### config.mk
export PLATFORM = sky130hd
export DESIGN_NAME = vga_ctrl
export DESIGN_NICKNAME = d
export VERILOG_FILES = /design/src/rtl/vga_pkg.sv /design/src/rtl/vga_cnt.sv /design/src/rtl/vga_ctrl.sv
export SDC_FILE = /design/constraint.sdc
export NUM_CORES = 1
export LEC_CHECK = 0
export CAP_MARGIN = 20
export CORE_MARGIN = 8
export CORE_UTILIZATION = 30
export DETAILED_ROUTE_END_ITERATION = 7
export GPL_ROUTABILITY_DRIVEN = 0
export PLACE_DENSITY = 0.5
export SLEW_MARGIN = 40
export SYNTH_ARGS = -nofsm -noshare
export SYNTH_HDL_FRONTEND = slang
export SYNTH_SLANG_ARGS = --single-unit
### constraint.sdc
create_clock -name vga_clk -period 4.1 [get_ports vga_clk]
set_input_delay 0.82 -clock vga_clk [delete_from_list [all_inputs] [get_ports vga_clk]]
set_output_delay 0.82 -clock vga_clk [all_outputs]
set_load 0.01 [all_outputs]
### src/rtl/vga_pkg.sv
`timescale 1ns/1ps
`default_nettype none
// +----------------------------------------------------------------------------+
// | vga_pkg : 640x480@60 timing constants, RGB565 colors and raster helpers    |
// | Rev 1.0 - initial release                                                  |
// +----------------------------------------------------------------------------+
package vga_pkg;

  localparam int c_cnt_w = 10;
  typedef logic [c_cnt_w-1:0] cnt_t;
  typedef logic [15:0]        rgb565_t;

  localparam int H_SYNC  = 96;
  localparam int H_BACK  = 48;
  localparam int H_VALID = 640;
  localparam int H_FRONT = 16;
  localparam int H_TOTAL = H_SYNC + H_BACK + H_VALID + H_FRONT;

  localparam int V_SYNC  = 2;
  localparam int V_BACK  = 33;
  localparam int V_VALID = 480;
  localparam int V_FRONT = 10;
  localparam int V_TOTAL = V_SYNC + V_BACK + V_VALID + V_FRONT;

  // Coordinate the picture generator sees when no pixel is being requested.
  localparam cnt_t c_pix_none = 10'h3FF;

  localparam rgb565_t c_rgb_black   = 16'h0000;
  localparam rgb565_t c_rgb_white   = 16'hFFFF;
  localparam rgb565_t c_rgb_red     = 16'hF800;
  localparam rgb565_t c_rgb_green   = 16'h07E0;
  localparam rgb565_t c_rgb_blue    = 16'h001F;
  localparam rgb565_t c_rgb_yellow  = 16'hFFE0;
  localparam rgb565_t c_rgb_cyan    = 16'h07FF;
  localparam rgb565_t c_rgb_magenta = 16'hF81F;
  localparam rgb565_t c_rgb_gray    = 16'h8410;

  function automatic logic in_span(input cnt_t val, input cnt_t lo, input cnt_t hi);
    return (val >= lo) && (val <= hi);
  endfunction

endpackage
`default_nettype wire

### src/rtl/vga_cnt.sv
`timescale 1ns/1ps
`default_nettype none
// +----------------------------------------------------------------------------+
// | vga_cnt : wrapping raster counter (0..MAX) with enable and wrap flag       |
// | Rev 1.0 - initial release                                                  |
// +----------------------------------------------------------------------------+
module vga_cnt
  import vga_pkg::*;
#(
  parameter int MAX = H_TOTAL - 1
) (
  input  logic vga_clk,
  input  logic sys_rst_n,
  input  logic i_en,
  output cnt_t o_cnt,
  output cnt_t o_cnt_nxt,
  output logic o_wrap
);

  localparam cnt_t c_max = cnt_t'(MAX);

  cnt_t r_cnt;

  // The next value is exported so sync outputs can be registered in step with the count.
  always_comb begin
    o_wrap = i_en && (r_cnt == c_max);
    if (!i_en)
      o_cnt_nxt = r_cnt;
    else if (o_wrap)
      o_cnt_nxt = '0;
    else
      o_cnt_nxt = r_cnt + 1'b1;
  end

  always_ff @(posedge vga_clk or negedge sys_rst_n) begin
    if (!sys_rst_n)
      r_cnt <= '0;
    else
      r_cnt <= o_cnt_nxt;
  end

  assign o_cnt = r_cnt;

endmodule
`default_nettype wire

### src/rtl/vga_ctrl.sv
`timescale 1ns/1ps
`default_nettype none
// +----------------------------------------------------------------------------+
// | vga_ctrl : VGA raster timing, pixel request and registered DAC outputs     |
// | Rev 1.0 - initial release                                                  |
// +----------------------------------------------------------------------------+
module vga_ctrl
  import vga_pkg::*;
#(
  parameter int   H_SYNC   = vga_pkg::H_SYNC,
  parameter int   H_BACK   = vga_pkg::H_BACK,
  parameter int   H_VALID  = vga_pkg::H_VALID,
  parameter int   H_FRONT  = vga_pkg::H_FRONT,
  parameter int   V_SYNC   = vga_pkg::V_SYNC,
  parameter int   V_BACK   = vga_pkg::V_BACK,
  parameter int   V_VALID  = vga_pkg::V_VALID,
  parameter int   V_FRONT  = vga_pkg::V_FRONT,
  parameter logic SYNC_POL = 1'b0
) (
  input  logic        vga_clk,
  input  logic        sys_rst_n,
  input  logic [15:0] pix_data,
  output logic [9:0]  pix_x,
  output logic [9:0]  pix_y,
  output logic        hsync,
  output logic        vsync,
  output logic [15:0] rgb,
  output logic        de,
  output logic        frame_start
);

  localparam int c_h_total = H_SYNC + H_BACK + H_VALID + H_FRONT;
  localparam int c_v_total = V_SYNC + V_BACK + V_VALID + V_FRONT;

  // Requests run one clock ahead of the active area to cover the pix_data register.
  localparam cnt_t c_req_h_lo = cnt_t'(H_SYNC + H_BACK - 1);
  localparam cnt_t c_req_h_hi = cnt_t'(H_SYNC + H_BACK + H_VALID - 2);
  localparam cnt_t c_act_v_lo = cnt_t'(V_SYNC + V_BACK);
  localparam cnt_t c_act_v_hi = cnt_t'(V_SYNC + V_BACK + V_VALID - 1);
  localparam cnt_t c_h_sync   = cnt_t'(H_SYNC);
  localparam cnt_t c_v_sync   = cnt_t'(V_SYNC);

  cnt_t w_cnt_h;
  cnt_t w_h_nxt;
  logic w_h_wrap;
  cnt_t w_cnt_v;
  cnt_t w_v_nxt;
  logic w_v_wrap;
  logic w_req;

  vga_cnt #(
    .MAX (c_h_total - 1)
  ) u_cnt_h (
    .vga_clk   (vga_clk),
    .sys_rst_n (sys_rst_n),
    .i_en      (1'b1),
    .o_cnt     (w_cnt_h),
    .o_cnt_nxt (w_h_nxt),
    .o_wrap    (w_h_wrap)
  );

  vga_cnt #(
    .MAX (c_v_total - 1)
  ) u_cnt_v (
    .vga_clk   (vga_clk),
    .sys_rst_n (sys_rst_n),
    .i_en      (w_h_wrap),
    .o_cnt     (w_cnt_v),
    .o_cnt_nxt (w_v_nxt),
    .o_wrap    (w_v_wrap)
  );

  always_comb begin
    w_req = in_span(w_cnt_h, c_req_h_lo, c_req_h_hi) &&
            in_span(w_cnt_v, c_act_v_lo, c_act_v_hi);
    pix_x = c_pix_none;
    pix_y = c_pix_none;
    if (w_req) begin
      pix_x = w_cnt_h - c_req_h_lo;
      pix_y = w_cnt_v - c_act_v_lo;
    end
  end

  // The vertical counter only wraps on a horizontal wrap, so its wrap marks (0,0) next.
  always_ff @(posedge vga_clk or negedge sys_rst_n) begin
    if (!sys_rst_n) begin
      rgb         <= c_rgb_black;
      de          <= 1'b0;
      hsync       <= ~SYNC_POL;
      vsync       <= ~SYNC_POL;
      frame_start <= 1'b0;
    end else begin
      rgb         <= w_req ? pix_data : c_rgb_black;
      de          <= w_req;
      hsync       <= (w_h_nxt < c_h_sync) ? SYNC_POL : ~SYNC_POL;
      vsync       <= (w_v_nxt < c_v_sync) ? SYNC_POL : ~SYNC_POL;
      frame_start <= w_v_wrap;
    end
  end

endmodule
`default_nettype wire

## Word-level counts from Yosys, hierarchy flattened

Index checks and enable logic that the tools add are counted.

| word-level totals | value |
|---|---|
| register bits after elaboration | 40 |
| input bits | 18 |
| output and inout bits | 40 |

| operators by class | value |
|---|---|
| magnitude comparators | 6 |
| equality and inequality tests | 2 |
| $add $sub $neg | 4 |
| muxes and demuxes | 8 |
| reduce and logical (&&, ||, !) cells | 4 |

Operators by type and width:

| operator | number |
|---|---|
| 2-to-1 mux 10 bit | 5 |
| adder 10 x 1 -> 10 bit (second input constant) | 2 |
| == test 10 bit (second input constant) | 2 |
| <= comparator 10 bit (second input constant) | 2 |
| 2-to-1 mux 16 bit | 1 |
| greater-or-equal comparator 10 x 6 -> 1 bit (second input constant) | 1 |
| greater-or-equal comparator 10 x 8 -> 1 bit (second input constant) | 1 |
| < comparator 10 x 2 -> 1 bit (second input constant) | 1 |
| < comparator 10 x 7 -> 1 bit (second input constant) | 1 |
| subtractor 10 x 6 -> 10 bit (second input constant) | 1 |
| subtractor 10 x 8 -> 10 bit (second input constant) | 1 |
| logical AND 1 bit | 4 |
| 2-to-1 mux 1 bit | 2 |

## Depth between registers and ports, before layout

Gate-level depths: netlist (run 1).

| depth | value |
|---|---|
| depth after elaboration | 6 |
| depth in mapped cells | 8 |
| mapped depth without buffers | 7 |

## Cells and area by module

From an unflattened synthesis (run 1), not the netlist that was laid out.

| unflattened totals | value |
|---|---|
| cell total of the unflattened synthesis | 213 |
| area total of the unflattened synthesis | 2159.6 sq um |

By module, submodules not included:

| module | cells each | sequential area each (sq um) | area each (sq um) | instances |
|---|---|---|---|---|
| vga_ctrl | 112 | 503.0 | 1126.1 | 1 |
| vga_cnt (u_cnt_h) | 54 | 250.2 | 519.2 | 1 |
| vga_cnt (u_cnt_v) | 47 | 250.2 | 514.2 | 1 |

## Least setup slack after synthesis (run 1)

No wires, ideal clock.

| path | value |
|---|---|
| path type | register to output |
| start point | reg u_cnt_v.r_cnt[1] (netlist: u_cnt_v.o_cnt[1]) |
| end point | out pix_y[4] |
| arrival time | 1939 ps |
| path buffers | 2 |
| path slack | 1341 ps |
| stages on the path, launching flop included | 9 |
| cells stage by stage | dfrtp_1 ha_1 buf_2 o41ai_2 a21oi_1 a31oi_1 a211oi_4 buf_6 o211ai_1 |

| on the way | value |
|---|---|
| longest elaborated chain between the ends | 4 |

RTL lines:

| item | line | text |
|---|---|---|
| from (decl) | vga_cnt.sv:22 | `cnt_t r_cnt;` |
| from (signal assigned) | vga_cnt.sv:39 | `r_cnt <= o_cnt_nxt;` |
| greater-or-equal comparator 10 x 6 -> 1 bit / <= comparator 10 bit (equally long branches) | vga_pkg.sv:39 | `return (val >= lo) && (val <= hi);` |
| logical AND 1 bit | vga_pkg.sv:39 |  |
| logical AND 1 bit | vga_ctrl.sv:74 | `w_req = in_span(w_cnt_h, c_req_h_lo, c_req_h_hi) &&` |
| 2-to-1 mux 10 bit (*) | vga_ctrl.sv:78 | `if (w_req) begin` |
| to (decl) | vga_ctrl.sv:24 | `output logic [9:0] pix_y,` |

Mark *: on every way between the ends. The rest lies on a longest branch, timed or not.

## Worst setup path after layout (run 1)

| path | value |
|---|---|
| start point | reg u_cnt_v.r_cnt[1] (netlist: u_cnt_v.o_cnt[1]) |
| end point | out pix_x[6] |

| on the way | value |
|---|---|
| longest elaborated chain between the ends | 4 |

RTL lines:

| item | line | text |
|---|---|---|
| greater-or-equal comparator 10 x 6 -> 1 bit / <= comparator 10 bit (equally long branches) | vga_pkg.sv:39 |  |
| logical AND 1 bit (*) | vga_pkg.sv:39 |  |
| logical AND 1 bit (*) | vga_ctrl.sv:74 |  |
| 2-to-1 mux 10 bit (*) | vga_ctrl.sv:78 |  |
| to (decl) | vga_ctrl.sv:23 | `output logic [9:0] pix_x,` |

Marked as above.

==> flow_metrics.env, run 1 <==
export IMPL_cts_tree="done"
export IMPL_synth_top_area_cell="dfrtp_1"
export IMPL_grt_max_degree=41
export IMPL_io_pins=58
export IMPL_p_per_area_nw_per_um2=253.1
export IMPL_synth_distinct_cells=48
export IMPL_dr_pass1_iters=4
export IMPL_holdWs_ns=0.4918
export IMPL_async_flop_share_pct=100.0
export IMPL_yosys_top_cells_area="dfrtp_1, xnor2_1, nand2_1"
export IMPL_port_buffers=57
export IMPL_rrSetupSlack_ns=1.55
export IMPL_slew_violations=0
export IMPL_clock_skew_ns=0.009473
export IMPL_die_area_um2=10620
export IMPL_crit_path_max_fanout=27
export IMPL_ant_nets=0
export IMPL_drt_wirelength_per_cell_um=15.07
export IMPL_worstSkewPairLatency_ns=0.30
export IMPL_cellLeakagePower_uw=0.001271
export IMPL_setup_slack_ns=0.2985
export IMPL_tightest_slew_ns=0.5952
export IMPL_final_common_cell="clkdlybuf4s50_1"
export IMPL_most_common_layout_cells="clkdlybuf4s50_1, dfrtp_1, nand2_1"
export IMPL_core_area_um2=7292
export IMPL_synthCells=238
export IMPL_finalCriticalPeriod_ns=3.802
export IMPL_worst_path_buf_inv=2
export IMPL_syn_avg_cell_area_um2=9.557
export IMPL_root_buffer="clkbuf_8"
export IMPL_viasPerCell=4.756
export IMPL_routed_wl_um=5879
export IMPL_crit_chain="ha_1, o41ai_2, a21oi_1, a31oi_1, a211oi_4, buf_4, nand3_1, clkdlybuf4s50_1"
export IMPL_syn_area_um2=2275
export IMPL_critPathArrivalTime_ns=2.98
export IMPL_drt_iter0_drc=169
export IMPL_diodes=0
export IMPL_first_global_vias=1852
export IMPL_areaGrowthSynthToFinish_pct=32.51
export IMPL_clk_pin_slew_ns=0.08
export IMPL_drive_above_1_share_pct=9.966
export IMPL_drcViolationCount=0
export IMPL_hold_class="input port to async pin"
export IMPL_slowest_delay_ns=0.55
export IMPL_min_period_over_period_pct=92.72
export IMPL_hold_viol_final=0
export IMPL_finalNetCount=313
export IMPL_clk_path_buf_depth=2
export IMPL_hpwl_um=4254
export IMPL_endpoint_kind="output pin"
export IMPL_cp_data_required_time_ns=3.28
export IMPL_chipWidth_um=103.1
export IMPL_rsz0062_at_grt="false"
export IMPL_final_setup_viol_count=0
export IMPL_grt_antenna_before_repair=0
export IMPL_cts_buffers_inserted=5
export IMPL_start_util_pct=31.19
export IMPL_yosysSeqAreaShare_pct=44.11
export IMPL_p_total_uw=762.9
export IMPL_slew_headroom_pct=59.95
export IMPL_vdd_drop_max_v=0.0001162
export IMPL_clock_sinks=40
export IMPL_row_count=31
export IMPL_die_h_um=103.1
export IMPL_crit_family="compound AO/OA/AOI/OAI gates"
export IMPL_ctsResizeCount=0
export IMPL_path_class="register to output pin"
export IMPL_num_vias=1855
export IMPL_synth_top_area_share_pct=41.80
export IMPL_syn_num_nets=261
export IMPL_synth_edf_count=0
export IMPL_grt_usage_pct=11.89
export IMPL_yosys_warnings=0
export IMPL_max_freq_mhz=263.1
export IMPL_htree_levels=2
export IMPL_grt_overflow_total=0
export IMPL_drv_cap=0
export IMPL_synth_top_flop_cell="dfrtp_1"
export IMPL_synth_seq_cells=40
export IMPL_status="finished clean"
export IMPL_grt_pass1_wl_um=9791
export IMPL_slowest_stage="clkdlybuf4s50_1"
export IMPL_hold_buffers=0
export IMPL_place_ws_ns=0.4692
export IMPL_startpoint_type="register"
export IMPL_fin_setup_tns_ns=0
-- layout make-up --
cell class                 instances  area [µm²]
clock inverter                     2       38.79
sequential                        40        1003
inverter                           5       18.77
fill                             770        4278
timing repair buffer              63       613.1
clock buffer                       6       82.58
tap                               99       123.9
multi-input combinational        175        1134
-- path summary, 6_finish.rpt --
kind                                             from                          to  depth (start not counted)
hold / removal                              sys_rst_n            rgb[2]$_DFF_PN0_                          1
setup reg to reg           u_cnt_v.o_cnt[1]$_DFF_PN0_             vsync$_DFF_PN1_                          6
max in group asynchronous                   sys_rst_n             hsync$_DFF_PN1_                          1
hold reg to reg            u_cnt_h.o_cnt[0]$_DFF_PN0_  u_cnt_h.o_cnt[0]$_DFF_PN0_                          1
setup / recovery           u_cnt_v.o_cnt[1]$_DFF_PN0_                    pix_x[6]                          8
min in group vga_clk       u_cnt_h.o_cnt[0]$_DFF_PN0_  u_cnt_h.o_cnt[0]$_DFF_PN0_                          1
-- through the flow --
stage	cells	cell area (µm²)	utilization, %
detailed placement	380	2878	39.46
floorplan	238	2275	-
CTS	388	2999	41.13
finish	390	3014	41.33
global route	390	3014	41.33
global placement	380	2875	39.43
-- report_power, final --
group          leakage [µW]  switching (µW)  internal [µW]  total, µW
Clock             0.0000614             147            199        346
Combinational      0.000672            8.86           13.7       22.6
Sequential         0.000537               0            394        394
Total               0.00127             156            607        763
-- synthesized netlist by cell type (2+ instances only) --
library cell	number
and4_1	2
clkbuf_1	3
dfstp_2	2
ha_1	5
nor3_1	5
dfrtp_1	38
nand4_1	8
xor2_1	9
nand2b_1	5
nand3_1	10
buf_6	4
nor2b_1	2
and4b_1	2
inv_1	5
a31oi_1	3
buf_2	8
nor2_1	15
and2_1	16
a21oi_1	6
o21a_1	2
xnor2_1	13
and3_1	4
nand2_1	30
nor3_2	2
mux2i_1	2
o21ai_0	10
buf_4	3
or2_2	2
o31ai_1	3
-- state kept, by name (all words and copies together), names as in the netlist --
register,cells
rgb,16
hsync,1
u_cnt_h.o_cnt,10
u_cnt_v.o_cnt,10
vsync,1
de,1
frame_start,1
-- what timing repair did --
action                                  CTS  global route
endpoints found under the setup margin    0            11
buffers inserted                          0             2
hold endpoints to repair                  0             0
-- routing by layer --
layer  part of all wire, %  GRT usage (%)
met1                    43          14.14
met2                    50          20.55
met3                   5.1          2.633
met4                   1.4          4.116
met5                     0              0
-- cells by family (layout without fill, tap and decap cells) --
logic type,after synthesis,in the layout,synth area share (%)
AO/OA/AOI/OAI,32,32,9.737
multiplexers,3,3,1.375
flip-flops,40,40,44.11
XOR/XNOR,22,22,8.471
AND/OR/NAND/NOR,113,113,27.50
adder cells (fa/ha/maj),5,5,2.750
buffers and inverters,23,76,6.051
Power figures use the tool's default switching activity.
==> run 2: changes to the inputs <==
--- a/config.mk
+++ b/config.mk
@@ -8,6 +8,7 @@
 export CAP_MARGIN = 20
 export CORE_MARGIN = 8
 export CORE_UTILIZATION = 30
+export CTS_CLUSTER_SIZE = 20
 export DETAILED_ROUTE_END_ITERATION = 7
 export GPL_ROUTABILITY_DRIVEN = 0
 export PLACE_DENSITY = 0.5
==> constraint.sdc (replaced) <==
create_clock -name vga_clk -period 4.3 [get_ports vga_clk]
set_input_delay 0.86 -clock vga_clk [delete_from_list [all_inputs] [get_ports vga_clk]]
set_output_delay 0.86 -clock vga_clk [all_outputs]
set_load 0.01 [all_outputs]
==> run 2 against run 1 <==
Net effect: cell area fell by 0.33%; power shrank 2.6%; via count fell by 2.2%; critical path depth is the same; clock skew fell by 0.0023 ns; first-iteration DRC count decreased by 32%; sequential share of layout area is 0.11 points higher; sequential power is 5% lower; critical path type unchanged.
==> flow_metrics.env, run 2 (synthesized netlist as in run 1, its figures left out) <==
export IMPL_slew_headroom_pct=58.07
export IMPL_rsz0062_at_grt="false"
export IMPL_row_count=31
export IMPL_drive_above_1_share_pct=9.343
export IMPL_port_buffers=57
export IMPL_first_global_vias=1804
export IMPL_clock_sinks=40
export IMPL_drv_cap=0
export IMPL_final_common_cell="clkdlybuf4s50_1"
export IMPL_drcViolationCount=0
export IMPL_regMostFlops="rgb"
export IMPL_num_vias=1814
export IMPL_grt_antenna_before_repair=0
export IMPL_grt_max_degree=41
export IMPL_cts_buffers_inserted=5
export IMPL_worstSkewPairLatency_ns=0.30
export IMPL_wl_met2_um=2889
export IMPL_grt_overflow_total=0
export IMPL_met3_length_um=255
export IMPL_hold_class="input port to async pin"
export IMPL_finalCriticalPeriod_ns=4.027
export IMPL_die_h_um=103.1
export IMPL_hpwl_um=4220
export IMPL_die_area_um2=10620
export IMPL_tightest_slew_ns=0.6232
export IMPL_routed_top_layer="met4"
export IMPL_clock_skew_ns=0.007182
export IMPL_finalNetCount=311
export IMPL_start_util_pct=31.19
export IMPL_diodes=0
export IMPL_crit_chain="ha_1, o41ai_2, a21oi_1, a31oi_1, a211oi_4, buf_4, nand3_1, clkdlybuf4s50_1"
export IMPL_slowest_delay_ns=0.51
export IMPL_io_pins=58
export IMPL_chipWidth_um=103.1
export IMPL_viasPerCell=4.675
export IMPL_clk_path_buf_depth=2
export IMPL_routed_wl_um=5837
export IMPL_dr_pass1_iters=4
export IMPL_crit_path_max_fanout=27
export IMPL_areaGrowthSynthToFinish_pct=32.07
export IMPL_max_freq_mhz=248.3
export IMPL_ctsResizeCount=0
export IMPL_vdd_drop_max_v=0.0001078
export IMPL_min_period_over_period_pct=93.66
export IMPL_clk_pin_slew_ns=0.08
export IMPL_fin_setup_tns_ns=0
export IMPL_endpoint_kind="output pin"
export IMPL_core_area_um2=7292
export IMPL_hold_buffers=0
export IMPL_cts_tree="done"
export IMPL_p_per_area_nw_per_um2=247.4
export IMPL_root_buffer="clkbuf_8"
export IMPL_path_class="register to output pin"
export IMPL_drt_wirelength_per_cell_um=15.04
export IMPL_holdWs_ns=0.5268
export IMPL_hold_viol_final=0
export IMPL_startpoint_type="register"
export IMPL_cellLeakagePower_uw=0.001263
export IMPL_cp_data_required_time_ns=3.44
export IMPL_ant_nets=0
export IMPL_most_common_layout_cells="clkdlybuf4s50_1, dfrtp_1, nand2_1"
export IMPL_largest_reg_flops=16
export IMPL_status="finished clean"
export IMPL_drt_met1_wl_um=2648
export IMPL_grt_pass1_wl_um=9715
export IMPL_critPathArrivalTime_ns=3.17
export IMPL_final_setup_viol_count=0
export IMPL_htree_levels=2
export IMPL_grt_usage_pct=12.04
export IMPL_nFillCells=754
export IMPL_slew_violations=0
export IMPL_post_cts_buffers=0
export IMPL_drt_iter0_drc=115
export IMPL_slowest_stage="a211oi_4"
-- run 2: cell types whose count changed in the layout (fill, tap and decap cells not counted) --
cell	change
buf_4	-2
clkbuf_8	+1
clkinv_4	-1
-- run 2: worst max-delay path, delay by kind of cell (launching register included) --
family | cells | cell delay [ns]
adders and majority gates | 1 | 0.44
buffers and inverters | 2 | 0.85
DFF | 1 | 0.48
and+or+nand+nor | 1 | 0.12
AOI/OAI and AO/OA | 4 | 0.95
-- run 2: final timing paths --
check,from,to,slack (ns),cells past startpoint
max,u_cnt_v.o_cnt[1]$_DFF_PN0_,pix_x[6],0.27,8
min in group vga_clk,u_cnt_h.o_cnt[0]$_DFF_PN0_,u_cnt_h.o_cnt[0]$_DFF_PN0_,0.56,1
max in group asynchronous,sys_rst_n,hsync$_DFF_PN1_,3.40,1
min reg2reg,u_cnt_h.o_cnt[0]$_DFF_PN0_,u_cnt_h.o_cnt[0]$_DFF_PN0_,0.56,1
min,sys_rst_n,u_cnt_v.o_cnt[3]$_DFF_PN0_,0.53,1
max reg2reg,u_cnt_v.o_cnt[1]$_DFF_PN0_,vsync$_DFF_PN1_,1.68,6
-- run 2: where the power goes --
group | switching, µW | leakage (µW) | internal (µW)
Clock | 141 | 0.0000645 | 205
Combinational | 8.55 | 0.000661 | 13.1
Sequential | 0 | 0.000537 | 376
-- run 2: through the flow --
| step | cells | setup slack (ns) | power, µW | utilization (%) | area (µm²) |
|---|---|---|---|---|---|
| 5_1_grt | 388 | 0.03347 | 775.8 | 41.20 | 3004 |
| 6_report | 388 | 0.2727 | 743.1 | 41.20 | 3004 |
| 3_5_place_dp | 380 | 0.6040 | 405.9 | 39.46 | 2878 |
| 2_1_floorplan | 238 | 1.501 | 383.5 | - | 2275 |
| 4_1_cts | 388 | 0.2419 | 754.6 | 41.20 | 3004 |
| 3_3_place_gp | 380 | 0.7380 | 405.6 | 39.43 | 2875 |
-- run 2: routing by layer --
metal  track usage, %  vias to the layer above
li1                 -                      912
met1            15.17                      855
met2            20.05                       43
met3            2.768                        4
met4            3.337                        0
met5                0                        -
-- run 2: area by class of cell --
class	count	area (µm²)	share of cell area, %
repair buffers	61	598.1	19.91
clock inverters	1	30.03	0.9996
multi-input cells	175	1134	37.73
well taps	99	123.9	4.123
inverters	5	18.77	0.6247
clock buffers	7	96.34	3.207
flip-flops and latches	40	1003	33.40
